## src/rtl/alwaysff_pipe_bank.sv

```systemverilog
// alwaysff_pipe_bank: bank of independent elastic register pipelines with flush and occupancy
module alwaysff_pipe_bank #(
  parameter int WIDTH = 8,
  parameter int DEPTH = 3,
  parameter int CHANNELS = 2,
  parameter bit RESET_DATA = 1'b1,
  parameter logic [WIDTH-1:0] INIT_VAL = '0,
  localparam int OW = $clog2(DEPTH + 1)
) (
  input  logic                         i_clk,
  input  logic                         i_srst,
  input  logic [CHANNELS-1:0]          i_valid,
  output logic [CHANNELS-1:0]          o_ready,
  input  logic [CHANNELS*WIDTH-1:0]    i_data,
  input  logic [CHANNELS-1:0]          i_flush,
  output logic [CHANNELS-1:0]          o_valid,
  input  logic [CHANNELS-1:0]          i_ready,
  output logic [CHANNELS*WIDTH-1:0]    o_data,
  output logic [CHANNELS*OW-1:0]       o_occ
);
  logic [DEPTH-1:0] v_q [CHANNELS];
  logic [DEPTH-1:0] v_d [CHANNELS];
  logic [DEPTH-1:0] mv  [CHANNELS];
  logic [DEPTH-1:0] ld  [CHANNELS];
  logic [WIDTH-1:0] d_q [CHANNELS][DEPTH];
  // stage moves ripple back from the output so bubbles collapse; ld marks a stage receiving a word
  always_comb begin
    o_ready = '0;
    o_valid = '0;
    o_data = '0;
    o_occ = '0;
    for (int c = 0; c < CHANNELS; c++) begin
      mv[c] = '0;
      ld[c] = '0;
      mv[c][DEPTH-1] = v_q[c][DEPTH-1] & i_ready[c];
      for (int k = DEPTH - 2; k >= 0; k--) mv[c][k] = v_q[c][k] & (!v_q[c][k+1] | mv[c][k+1]);
      o_ready[c] = (!v_q[c][0] | mv[c][0]) & !i_flush[c];
      ld[c][0] = i_valid[c] & o_ready[c];
      for (int k = 1; k < DEPTH; k++) ld[c][k] = mv[c][k-1] & !i_flush[c];
      v_d[c] = i_flush[c] ? '0 : ld[c] | (v_q[c] & ~mv[c]);
      o_valid[c] = v_q[c][DEPTH-1];
      o_data[c*WIDTH +: WIDTH] = d_q[c][DEPTH-1];
      o_occ[c*OW +: OW] = OW'($countones(v_q[c]));
    end
  end
  // valid bits: reset clears every stage, otherwise follow the next-state
  always_ff @(posedge i_clk) begin
    for (int c = 0; c < CHANNELS; c++) v_q[c] <= i_srst ? '0 : v_d[c];
  end
  // data stages load only when a word moves in; flush leaves them untouched
  always_ff @(posedge i_clk) begin
    for (int c = 0; c < CHANNELS; c++) begin
      if (i_srst) begin
        if (RESET_DATA) for (int k = 0; k < DEPTH; k++) d_q[c][k] <= INIT_VAL;
      end else begin
        if (ld[c][0]) d_q[c][0] <= i_data[c*WIDTH +: WIDTH];
        for (int k = 1; k < DEPTH; k++) if (ld[c][k]) d_q[c][k] <= d_q[c][k-1];
      end
    end
  end
endmodule

```

## config.mk

```make
export PLATFORM = sky130hd
export DESIGN_NAME = alwaysff_pipe_bank
export DESIGN_NICKNAME = d
export VERILOG_FILES = /design/src/rtl/alwaysff_pipe_bank.sv
export SDC_FILE = /design/constraint.sdc
export NUM_CORES = 1
export LEC_CHECK = 0
export CAP_MARGIN = 30
export CORE_UTILIZATION = 30
export CTS_CLUSTER_SIZE = 8
export DETAILED_ROUTE_END_ITERATION = 7
export DONT_BUFFER_PORTS = 1
export SYNTH_ARGS = -nofsm -noshare
export SYNTH_HDL_FRONTEND = slang
export SYNTH_SLANG_ARGS = --single-unit
```

## constraint.sdc

```tcl
create_clock -name i_clk -period 4.6 [get_ports i_clk]
set_clock_uncertainty 0.1 [all_clocks]
set_input_delay 0.69 -clock i_clk [delete_from_list [all_inputs] [get_ports i_clk]]
set_output_delay 0.69 -clock i_clk [all_outputs]
set_load 0.01 [all_outputs]
```

---- Word level (Yosys, flattened, before mapping) ----
Memory sizes are Yosys's and may differ from the RTL's.
Index checks and enable logic that the tools add are counted.
word-level totals
  latch bits .............................. 0
  input port bits ......................... 24
  RAM bits ................................ 54
  memories ................................ 2
  bits in read-only memories .............. 0
  register bits after elaboration ......... 0
  output and inout port bits .............. 24
  logic and storage cells ................. 76
memory list
  name  words  width  read ports  clocked after memory_dff  wr ports  RTL line  text
  d_q   2      24     2           0                         2         25        logic [WIDTH-1:0] d_q [CHANNELS][DEPTH];
  v_q   2      3      2           0                         2         21        logic [DEPTH-1:0] v_q [CHANNELS];
operators by class
  divide/modulo/power cells ............... 0
  bitwise operators ....................... 32
  shifts and indexed selects .............. 0
  order comparisons ....................... 0
  multiplexer cells ....................... 30
  reductions and logical operators ........ 8
  eq/ne operators ......................... 0
  $add $sub $neg .......................... 4
  multipliers ............................. 0
operator list
  kind              number
  $mux W8           6
  $mux W1           20
  $and A1 B1 Y1     14
  $mux W3           4
  $or A1 B1 Y1      12
  $logic_not A1 Y1  8
  $and A3 B3 Y3     2
  $not A3 Y3        2
  $or A3 B3 Y3      2
  $add A1 B1 Y2     2
  $add A2 B1 Y2     2

---- Depth between registers and ports, before layout ----
An unclocked memory read counts as a cell.
  word-level depth ........................ 13
  mapped depth ............................ 4
  gate-level depth less buffers ........... 2

---- Least setup slack after synthesis ----
Ideal clock, no wire load.
  kind .................................... in2reg
  from .................................... input port i_ready[1]
  to ...................................... memory d_q[1][10] (netlist name) (enable)
  setup time .............................. 0.384 ns
  path buffers ............................ 1
  arrival ................................. 1.677 ns
  required time ........................... 4.116 ns
  slack ................................... 2.439 ns
  stages .................................. 3
  cell sequence ........................... and3b_2 -> buf_2 -> o21ai_0
RTL lines
  what         RTL line  text
  from (decl)  17        input logic [CHANNELS-1:0] i_ready,
  to (decl)    25

==> reports/results.tsv <==
stage	metric	value	unit
drt	met3WireLength	313	µm
clocking	clk_latency	0.30	ns
floorplanning	core-area	0.008217	mm²
drt	drtIter0Drc	71	
drt	wl	3937	µm
clocking	h-tree-depth	2	
critical_path	cp_slowest_stage_delay	0.57	ns
clocking	cts_setup_buffers	0	
clocking	clkTransAtPathRegs	0.09	ns
timing	layout_setup_ws	2.296	ns
synth	syn_avg_cell_area	13.85	µm²
clocking	hold_buffers	0	
drt	vias	1247	
final_layout	layout_commonest_cell	edfxtp_1	
power	vdd_drop_max	113.0	µV
grt	first_global_vias	1193	
synth	yosys_warnings	0	
critical_path	r2r_slack	2.50	ns
timing	tns	0	ns
drt	drcViolationCount	0	
synth	synth_cell_types	25	
final_layout	final_nets	187	
placed_design	place_hpwl	2855	µm
placed_design	dpl_cell_area	0.002440	mm²
floorplanning	rows	33	
timing	setup_viol	0	
final_layout	final_cell_count_no_fill	267	
critical_path	reg2reg_from	v_q[0][0]$_SDFF_PP0_	
critical_path	startpoint_type	flop	
final_layout	diodes	0	
critical_path	endpoint_kind	primary output	
timing	fin_crit_sh	50.09	%
timing	max_freq	434.0	MHz
floorplanning	die_h	94.17	µm
synth	synth-seq-area-share	61.27	%
drt	firstDrtPassIters	4	
placed_design	io_buffers	0	
final_layout	drive_gt1_share	14.81	%
clocking	cts_buffers	5	
timing	max_slew.worst_pin.slew	0.9616	ns
min_path	hold_path.class	in2reg	
clocking	clock_path_buffers	2	
final_layout	fill_cells	811	
critical_path	cp.arrival	1.51	ns
critical_path	ff2ff_path_depth	2	
clocking	cts_resized	0	
floorplanning	dieArea	0.008868	mm²
floorplanning	ios	48	
placed_design	place_ws	2.236	ns
drt	vias_per_cell	4.670	
grt	grt-ovfl-total	0	
critical_path	cp_slowest_cell	dfxtp_1	
final_layout	layout.area.seq	0.001562	mm²
drt	ant_nets	0	
power	powerDensity	338.9	mW/mm²
timing	final_hold_viol_count	0	
drt	drt-met1-wl	1848	µm
grt	antenna_found_initial	0	
timing	drv_slew	0	
min_path	hold_start	i_valid[0]	
job	maxCapViolCount	0	
min_path	hold-path-cell-count	1	
timing	rsz0062_at_grt	no	
drt	top_layer_used	met4	
synth	synth-main-ff-cell	edfxtp_1	
critical_path	critPathMaxFanout	12	
synth	postSynthCellCount	184	
placed_design	placedCellCount	257	
synth	syn-num-nets	210	
final_layout	design_area	0.002535	mm²
grt	grt_pass1_wl	6403	µm
min_path	holdPathEnd	v_q[0][0]$_SDFF_PP0_	
critical_path	path_class	reg2out	
clocking	clockRootBuffer	clkbuf_8	
floorplanning	fp.dieW	94.17	µm
final_layout	layout_common_cells	edfxtp_1 (48), nor4b_1 (28), nand2_1 (16), nor3_1 (16)	
clocking	cts.sinks	54	
grt	grt_max_degree	20	
critical_path	regToRegEndpoint	d_q[0][22]$_SDFFCE_PN0P_	
grt	grt_usage	9.423	%
critical_path	cp_cell_sequence	and4b_1 > nor2_1	
timing	slew_headroom	35.21	%
status	status	finished, final reports clean	
synth	ys_ff_latch	54	
drt	dr_wl_met2	1703	µm
clocking	cts_tree	built	
power	cellLeakagePower	0.7727	nW
final_layout	multi_input_area	725.7	µm²
synth	async_reset_ff_share	0	%
synth	synth_edf_count	48	
placed_design	routabilityCongestion	0.6868	
drt	wl_per_cell	14.75	µm
floorplanning	start_util	31.02	%
critical_path	crit_required	3.81	ns
synth	synth.cell_area	0.002549	mm²
final_layout	area_growth	-0.5400	%
final_layout	post-route-util	30.85	%
timing	period_minus_slack	2.304	ns
-- per-stage QoR --
step                hold slack (ns)  total power [mW]
floorplan                    0.4349            0.6206
global placement             0.4653            0.6142
detailed placement           0.4742            0.6166
CTS                          0.4217            0.8648
global route                 0.4170            0.8935
finish                       0.4256            0.8591
-- per-layer routing --
metal,GRT usage (%),vias to the layer above
met2,13.35,30
met3,4.369,6
li1,-,621
met5,0,-
met1,12.12,590
met4,4.231,0
-- cell families after synthesis --
logic type / Yosys count / share of synthesized area, %
AND/OR/NAND/NOR: 79 / 23.17
buffers and inverters: 37 / 10.26
adder cells (fa/ha/maj): 2 / 1.571
AO/OA/AOI/OAI: 12 / 3.731
flip-flops: 54 / 61.27
-- flip-flops by register name (all words and copies together), names as in the netlist --
register and flops:
d_q 48, v_q 6
-- layout make-up --
type | count | share of cell area, %
clock buffers | 5 | 2.715
clock inverters | 3 | 0.6417
inverters | 3 | 0.4442
multi-input cells | 93 | 28.63
flip-flops and latches | 54 | 61.60
well taps | 105 | 5.183
repair buffers | 4 | 0.7897
-- worst max-delay path, delay by kind of cell, from the launching register on --
family / cells / cell delay [ns]
simple gates: 2 / 0.64
flops: 1 / 0.57
-- power breakdown --
group | total (mW) | internal (mW) | switching (mW)
clock | 0.254 | 0.105 | 0.149
sequential | 0.568 | 0.556 | 0.0120
combinational | 0.0368 | 0.0140 | 0.0229
total | 0.859 | 0.675 | 0.184
-- worst max path at each step --
stage | to | slack (ns) | startpoint | cells after the start
CTS | o_ready[1] | 2.29 | v_q[0][3]$_SDFF_PP0_ | 2
global placement | d_q[1][21]$_SDFFCE_PN0P_ | 2.32 | i_ready[1] | 2
detailed placement | d_q[1][21]$_SDFFCE_PN0P_ | 2.24 | i_ready[1] | 2
finish | o_ready[0] | 2.30 | v_q[0][0]$_SDFF_PP0_ | 2
floorplan | d_q[1][10]$_SDFFCE_PN0P_ | 2.44 | i_ready[1] | 3
global route | o_ready[0] | 2.17 | v_q[0][0]$_SDFF_PP0_ | 2
-- synth_stat cells, drive strengths merged (4+ instances only) --
master / n / area [µm²]
edfxtp: 48 / 1441
nor4b: 32 / 340.3
buf: 30 / 235.2
nand2: 16 / 60.06
nor3: 16 / 80.08
dfxtp: 6 / 120.1
o21ba: 6 / 60.06
nand2b: 5 / 38.78
clkbuf: 4 / 15.01
o21ai: 4 / 20.02
(Power assumes the default switching activity.)
